[src/rtl/alu_nibble_sequencer.sv]
// Issues one wide ALU/shift operation to a shared 4-bit datapath slice, nibble by nibble,
// chaining carries and assembling the shifter outputs into a wide valid/ready response.
module alu_nibble_sequencer #(
    parameter int NIBBLES = 4,
    parameter int ALU_LAT = 1
) (
    input  logic                   clk,
    input  logic                   reset,
    input  logic                   cmd_valid,
    output logic                   cmd_ready,
    input  logic [2:0]             cmd_op,
    input  logic                   cmd_cin,
    input  logic [4*NIBBLES-1:0]   cmd_a,
    input  logic [4*NIBBLES-1:0]   cmd_b,
    input  logic [1:0]             cmd_shift,
    output logic [3:0]             alu_a,
    output logic [3:0]             alu_b,
    output logic [2:0]             alu_s,
    output logic                   alu_cin,
    output logic [1:0]             sh_h,
    input  logic [3:0]             dp_o,
    input  logic                   dp_cout,
    output logic                   rsp_valid,
    input  logic                   rsp_ready,
    output logic [4*NIBBLES-1:0]   rsp_data,
    output logic                   rsp_cout,
    output logic                   busy,
    output logic [1:0]             dbg_state
);

    localparam int W  = 4 * NIBBLES;
    localparam int IW = (NIBBLES > 1) ? $clog2(NIBBLES) : 1;
    localparam logic [IW-1:0] LAST = IW'(NIBBLES - 1);

    typedef enum logic [1:0] {
        IDLE  = 2'd0,
        ISSUE = 2'd1,
        WAIT  = 2'd2,
        DONE  = 2'd3
    } state_t;

    // Handshakes: a transfer happens on a rising edge where valid and ready are both high;
    // a producer holds valid and its payload stable until that edge.

    state_t        state;
    logic [IW-1:0] idx;
    logic [2:0]    cnt;
    logic          carry;
    logic [W-1:0]  a_reg;
    logic [W-1:0]  b_reg;

    assign cmd_ready = (state == IDLE) && !reset;
    assign rsp_valid = (state == DONE);
    assign busy      = (state != IDLE);
    assign rsp_cout  = carry;
    assign dbg_state = state;

    // The alu_* registers are loaded on the edge that enters ISSUE, so the slice sees the
    // nibble for the whole ISSUE cycle and the ALU_LAT count starts there.
    always_ff @(posedge clk or posedge reset) begin
        if (reset) begin
            state    <= IDLE;
            idx      <= '0;
            cnt      <= '0;
            carry    <= 1'b0;
            a_reg    <= '0;
            b_reg    <= '0;
            alu_a    <= '0;
            alu_b    <= '0;
            alu_s    <= '0;
            alu_cin  <= 1'b0;
            sh_h     <= '0;
            rsp_data <= '0;
        end else begin
            case (state)
                IDLE: begin
                    if (cmd_valid) begin
                        a_reg   <= cmd_a;
                        b_reg   <= cmd_b;
                        idx     <= '0;
                        alu_a   <= cmd_a[3:0];
                        alu_b   <= cmd_b[3:0];
                        alu_s   <= cmd_op;
                        alu_cin <= cmd_cin;
                        sh_h    <= cmd_shift;
                        state   <= ISSUE;
                    end
                end
                ISSUE: begin
                    cnt   <= 3'(ALU_LAT);
                    state <= WAIT;
                end
                WAIT: begin
                    cnt <= cnt - 3'd1;
                    if (cnt == 3'd1) begin
                        rsp_data[idx*4 +: 4] <= dp_o;
                        carry                <= dp_cout;
                        if (idx == LAST) begin
                            state <= DONE;
                        end else begin
                            idx     <= idx + 1'b1;
                            alu_a   <= a_reg[(idx+1)*4 +: 4];
                            alu_b   <= b_reg[(idx+1)*4 +: 4];
                            alu_cin <= dp_cout;
                            state   <= ISSUE;
                        end
                    end
                end
                DONE: begin
                    if (rsp_ready) state <= IDLE;
                end
                default: state <= IDLE;
            endcase
        end
    end

endmodule

[config.mk]
export PLATFORM = sky130hd
export DESIGN_NAME = alu_nibble_sequencer
export DESIGN_NICKNAME = d
export VERILOG_FILES = /design/src/rtl/alu_nibble_sequencer.sv
export SDC_FILE = /design/constraint.sdc
export NUM_CORES = 1
export LEC_CHECK = 0
export CAP_MARGIN = 25
export CORE_MARGIN = 3
export CORE_UTILIZATION = 45
export CTS_CLUSTER_DIAMETER = 40
export CTS_CLUSTER_SIZE = 10
export DETAILED_ROUTE_END_ITERATION = 16
export PLACE_DENSITY_LB_ADDON = 0.05
export SLEW_MARGIN = 20
export SYNTH_ARGS = -nofsm -noshare
export SYNTH_HDL_FRONTEND = slang
export SYNTH_SLANG_ARGS = --single-unit
[constraint.sdc]
create_clock -name clk -period 6.1 [get_ports clk]
set_input_delay 1.83 -clock clk [delete_from_list [all_inputs] [get_ports clk]]
set_output_delay 1.83 -clock clk [all_outputs]
set_load 0.005 [all_outputs]
### Word level (Yosys, flattened, before mapping)

Cells that the tools add are included.

| storage, ports and cells | value |
|---|---|
| word-level logic and storage cells | 62 |
| output and inout bits | 36 |
| bits of input ports | 47 |
| bits in registers | 70 |

| operators by class | value |
|---|---|
| shifts and indexed selects | 4 |
| muxes and demuxes | 23 |
| $add $sub $neg | 4 |
| reductions and logical operators | 10 |
| eq/ne operators | 9 |

Operator list:

| operator | count |
|---|---|
| $neg 4->34 | 1 |
| $shift 4x34->16 const A | 1 |
| $shiftx 4x34->16 | 1 |
| $shiftx 16x33->4 | 1 |
| $mux 4 | 6 |
| $bwmux 16 | 1 |
| $pmux 4 s2 | 2 |
| $shiftx 16x6->4 | 1 |
| $mux 2 | 7 |
| $pmux 2 s4 | 1 |
| $eq 2x2->1 const B | 3 |
| $ne 2x2->1 const B | 3 |
| $pmux 3 s2 | 1 |
| $reduce_bool 2->1 | 3 |
| $pmux 2 s2 | 1 |
| $reduce_and 2->1 | 2 |
| $reduce_and 4->1 | 1 |
| $add 2x1->3 const B | 1 |
| $eq 3x1->1 const B | 1 |
| $mux 1 | 3 |
| $reduce_and 3->1 | 1 |
| $sub 3x1->3 const B | 1 |
| $add 2x1->2 const B | 1 |
| $eq 2x1->1 const B | 1 |
| other kinds (5) | 5 |

### Longest topological paths before layout

| logic depth | value |
|---|---|
| word-level depth | 5 |
| gate-level depth with buffers | 7 |
| gate-level depth less buffers | 5 |

### Least setup slack after synthesis

No wires, ideal clock.

| path | value |
|---|---|
| path kind | in2out |
| start | input reset |
| end | output cmd_ready |
| setup slack | 2.345 ns |
| path buffers | 0 |
| cell stages on the path | 1 |
| data arrival time | 1.925 ns |
| data required time | 4.270 ns |
| cells stage by stage | nor2_1 |

| on the way | value |
|---|---|
| word-level cells in the longest chain between the ends | 2 |

RTL lines:

| element | line | text |
|---|---|---|
| start: declaration | 8 | `input logic reset,` |
| $logic_not 1->1 (no source line) | n/a |  |
| $logic_and 1x1->1 | 52 | `assign cmd_ready = (state == IDLE) && !reset;` |
| end: declaration | 10 | `output logic cmd_ready,` |

No other way between the ends.

### Worst setup path after layout

Ends and elaborated chain as after synthesis.

==> impl_metrics.env <==
export IMPL_antenna_found_initial=0
export IMPL_p_leak_nw=1.72
export IMPL_grt_pass1_wl_um=10600
export IMPL_swShare=0.299
export IMPL_cts_repair_resized=0
export IMPL_clockPowerShare=0.229
export IMPL_crit_type="in2out"
export IMPL_port_buffer_count=82
export IMPL_dp_final_hpwl_um=4450
export IMPL_final_nets=371
export IMPL_largest_reg_flops=16
export IMPL_r2r_end="rsp_data[6]"
export IMPL_yosys_area_top_type_share=0.529
export IMPL_track_usage=0.181
export IMPL_whs_endpoint="alu_s[0]"
export IMPL_reg2reg_slack_ps=3530
export IMPL_finalInstanceArea_um2=4070
export IMPL_worstRegToRegCells=5
export IMPL_finalClockSkew_ps=14.5
export IMPL_r2r_start="idx[0]"
export IMPL_initial_core_util=0.479
export IMPL_power_net_switching_w=0.000588
export IMPL_outcome="finished, final reports clean"
export IMPL_synth_area_leaders="dfrtp_1 53%, mux2_2 13%, ha_1 5.1%"
export IMPL_num_io_pins=83
export IMPL_hp_start="alu_s[0]"
export IMPL_grt_max_degree=63
export IMPL_num_vias=2070
export IMPL_drc=0
export IMPL_ant_nets=0
export IMPL_critPathMaxFanout=2
export IMPL_rsz0062_at_grt="false"
export IMPL_wire_per_inst_um=16.0
export IMPL_whs_ps=505
export IMPL_finalHoldViolCount=0
export IMPL_clockBufferDepth=2
export IMPL_gr_total_overflow=0
export IMPL_ys_types=33
export IMPL_worstMarginPinSlew_ps=783
export IMPL_antenna_cells=0
export IMPL_cp_common_cell="clkdlybuf4s50_1"
export IMPL_post_cts_buffers=0
export IMPL_combPwrFrac=0.413
export IMPL_worstPathRequired_ps=4270
export IMPL_critPathArrivalTime_ps=2850
export IMPL_finalSetupViolCount=0
export IMPL_cts_tree="done"
export IMPL_slew_viol_final=0
export IMPL_avgSynthCellArea_um2=13.0
export IMPL_ys_seq_area_frac=0.529
export IMPL_clock_fmax_mhz=214
export IMPL_gp_congestion=0.768
export IMPL_drt_initial_drc_count=76
export IMPL_critical_path_max_stage_delay_ps=500
export IMPL_cts_hold_buf=0
export IMPL_drive_gt1_frac=0.205
export IMPL_ys_ff_latch=62
export IMPL_powerDensity_nw_per_um2=482
export IMPL_insertion_delay_ps=340
export IMPL_totalWireLength_um=6280
export IMPL_cp_end_kind="output port"
export IMPL_holdPathStages=1
export IMPL_cts_root_buf="clkbuf_8"
export IMPL_h_tree_depth=3
export IMPL_vias_per_cell=5.28
export IMPL_timing_slew_headroom=0.478
export IMPL_dpl_cell_area_um2=3820
export IMPL_die_area_um2=7530
export IMPL_grt_pass1_vias=2162
export IMPL_yosys_area_top_type="dfrtp_1"
export IMPL_numClockSinks=62
export IMPL_syn_nets=284
export IMPL_start_kind="primary input"
export IMPL_hp_class="reg2reg"
export IMPL_seqPwrFrac=0.358
export IMPL_ys_warn_count=0
export IMPL_row_count=28
export IMPL_area_growth_pct=38.7
export IMPL_crit_slowest_cell="clkdlybuf4s50_1"
export IMPL_chipWidth_um=86.8
export IMPL_drt_pass1_iterations=4
export IMPL_cts_buffers=9
export IMPL_internal_power_w=0.00138
export IMPL_path_clk_slew_ps=60
export IMPL_period_share=0.768
export IMPL_setup_tns_final_ps=0
export IMPL_fin_total_pwr_w=0.00196
export IMPL_syn_inst=225
export IMPL_fin_util=0.664
export IMPL_syn_area_um2=2940
export IMPL_crit_chain="clkdlybuf4s50_1 -> nor2_1 -> clkdlybuf4s50_1"
export IMPL_post_route_min_period_ps=4680
export IMPL_core_area_um2=6130
export IMPL_fp_dieH_um=86.8
export IMPL_peakVddDrop_v=0.000250
export IMPL_cap_violations=0
==> Yosys cell counts <==
library cell / number
a2111oi_0: 1
a211o_2: 1
a21oi_1: 1
a221oi_2: 1
a22o_1: 12
and2_1: 1
and4bb_2: 1
buf_2: 7
buf_6: 1
clkbuf_1: 1
dfrtp_1: 62
ha_1: 12
inv_1: 9
mux2_2: 33
mux2_4: 8
mux2i_1: 10
nand2_1: 20
nand2b_1: 12
nand2b_4: 1
nand3b_1: 1
nand4b_1: 5
nor2_1: 2
nor2b_1: 2
nor3_1: 1
nor3_2: 1
nor4_1: 1
nor4b_2: 1
o211ai_1: 1
o21ai_0: 5
o221ai_1: 7
o22ai_1: 2
o2bb2ai_1: 1
or3b_1: 1
==> layout by cell type (no fill, tap or decap), types with 5 or more instances in the layout <==
cell type        instances
o21ai_0                  5
clkdlybuf4s50_1         82
clkbuf_8                11
mux2_2                  33
o221ai_1                 7
nand2b_1                12
nand4b_1                 5
mux2i_1                 10
inv_1                    8
ha_1                    12
dfrtp_1                 62
mux2_4                   8
a22o_1                  12
nand2_1                 20
==> power groups by stage <==
stage | logic, W | clock network [W] | registers (W)
2_1_floorplan | 0.000524 | 0 | 0.000680
3_3_place_gp | 0.000802 | 0 | 0.000706
3_5_place_dp | 0.000820 | 0 | 0.000710
4_1_cts | 0.000823 | 0.000458 | 0.000705
5_1_grt | 0.000888 | 0.000479 | 0.000730
6_report | 0.000812 | 0.000450 | 0.000702
==> metal layers <==
metal	vias up	track usage	wire length, µm
li1	983	-	-
met1	1015	0.229	2750
met2	63	0.298	3080
met3	9	0.0580	372
met4	0	0.0552	75
met5	-	0	0
==> cell type report <==
class / instances / area, µm²
Tap cell: 75 / 93.8
Sequential cell: 62 / 1550
Clock buffer: 13 / 159
Multi-Input combinational cell: 145 / 1300
Inverter: 9 / 33.8
Fill cell: 462 / 2060
Timing Repair Buffer: 85 / 843
Clock inverter: 3 / 90.1
==> through the flow <==
step / worst slack, ps / std cells
floorplan: 2340 / 225
global route: 1400 / 392
global placement: 1420 / 376
CTS: 1410 / 392
detailed placement: 1420 / 376
finish: 1420 / 392
==> critical path, delay by kind of cell <==
family	cells	cell delay, ps
buffers and inverters	2	930
AND/OR/NAND/NOR	1	90
==> kinds of logic (layout without fill, tap and decap cells) <==
group,after synthesis,in the layout,share of synthesized area
fa+ha+maj,12,12,0.0511
buf+inv,18,110,0.0286
compound gates,32,32,0.0882
simple gates,50,50,0.102
flops,62,62,0.529
mux,51,51,0.202
==> how the worst max path moves through the flow <==
stage	from	endpoint	slack (ps)	cells after the start
after floorplan	reset	cmd_ready	2340	1
after global placement	reset	cmd_ready	1420	3
after detailed placement	reset	cmd_ready	1420	3
after CTS	reset	cmd_ready	1410	3
after global routing	reset	cmd_ready	1400	3
final	reset	cmd_ready	1420	3
No activity file was read; power rests on OpenSTA's default activity.
==> variant, RTL diff (same flow settings) <==
Register the output `dbg_state` once more, cleared by the reset; this adds one clock of latency there. The other outputs are not delayed to match.
--- a/src/rtl/alu_nibble_sequencer.sv
+++ b/src/rtl/alu_nibble_sequencer.sv
@@ -55,3 +55,9 @@
     assign rsp_cout  = carry;
-    assign dbg_state = state;
+    always_ff @(posedge clk or posedge reset) begin
+        if (reset) begin
+            dbg_state <= '0;
+        end else begin
+            dbg_state <= state;
+        end
+    end
 
Function: changed (Yosys sat finds a counterexample within 4 cycles, from zero or initial values and one cycle with reset high).
==> variant against the unedited design <==
Sequential cell count grew 2. Via count shrank 1.2%. Register-to-register slack got worse by 0.02 ns. Area after synthesis grew 0.55%. Die area increased by 0.52%. Largest power group unchanged. Highest routed layer unchanged. Power shrank 11%. Routed wire length shrank 2.8%. Worst hold slack worse by 0.063 ns. Setup slack worse by 0.0027 ns. Final area is 2.1% lower.
==> variant: results (changes against the unedited design) <==
power_switching_w: 0.000539  # was 0.000588 W
finalNetCount: 372  # was 371
synthesis.nets: 286  # was 284
grtUsageMet1_pct: 20.6  # was 22.9%
drive_above_1_share_pct: 19.0  # was 20.5%
grt_max_degree: 43  # was 63
status: "completed"  # unchanged
slew_headroom_pct: 33.3  # was 47.8%
p_seq_w: 0.000706  # was 0.000702 W
grt_pass1_wl_mm: 10.2  # was 10.6 mm
powerDensity_nw_per_um2: 436  # was 482 nW/µm²
met2_usage_pct: 28.7  # was 29.8%
syn_area_per_cell_um2: 13.0  # about the same
place_congestion: 0.781  # was 0.768
met1_length_mm: 2.58  # was 2.75 mm
globalRouteMet3Util_pct: 7.66  # was 5.80%
ir_drop_v: 0.000238  # was 0.000250 V
wl_met3_um: 446  # was 372 µm
synthTopCellsByArea: "dfrtp_1 54%, mux2_2 16%, ha_1 5.1%, a22o_1 3.6%, mux2i_1 3.4%"  # was dfrtp_1 53%, mux2_2 13%, ha_1 5.1%, mux2_4 4.1%, a22o_1 3.6%
hpwl_mm: 4.38  # was 4.45 mm
synth.area.mux_share_pct: 19.0  # was 20.2%
p_leak_nw: 1.67  # was 1.72 nW
vias_per_cell: 5.23  # was 5.28
pre_cts_ws_ns: 1.41  # was 1.42 ns
first_global_vias: 2142  # was 2162
yosysSeqAreaShare_pct: 54.3  # was 52.9%
first_iter_violations: 36  # was 76
synth_compound_area_share_pct: 8.94  # was 8.82%
fin_skew_ns: 0.00720  # was 0.0145 ns
synth_commonest_cells: "64 x dfrtp_1, 41 x mux2_2, 20 x nand2_1"  # was 62 x dfrtp_1, 33 x mux2_2, 20 x nand2_1
route.met2.wl_mm: 3.01  # was 3.08 mm
ys_types: 31  # was 33
grt_use_total_pct: 17.5  # was 18.1%
[variant: layout make-up]
type / count / area (µm²)
Fill cell: 475 / 2150
Sequential cell: 64 / 1600
Multi-Input combinational cell: 145 / 1270
Timing Repair Buffer: 84 / 836
Clock buffer: 13 / 149
Tap cell: 75 / 93.8
Inverter: 9 / 33.8
Clock inverter: 1 / 5.00
[variant: path summary, 6_finish.rpt]
kind / end / slack [ns] / start / cells past startpoint
max: cmd_ready / 1.42 / reset / 3
min: dbg_state[0]$_DFF_PP0_ / 0.44 / state[0]$_DFFE_PP0P_ / 0
max reg2reg: alu_a[0]$_DFFE_PP0P_ / 3.51 / state[0]$_DFFE_PP0P_ / 5
min reg2reg: dbg_state[0]$_DFF_PP0_ / 0.44 / state[0]$_DFFE_PP0P_ / 0
max in group asynchronous: idx[0]$_DFFE_PP0P_ / 3.32 / reset / 3
min in group asynchronous: state[1]$_DFFE_PP0P_ / 1.86 / reset / 2
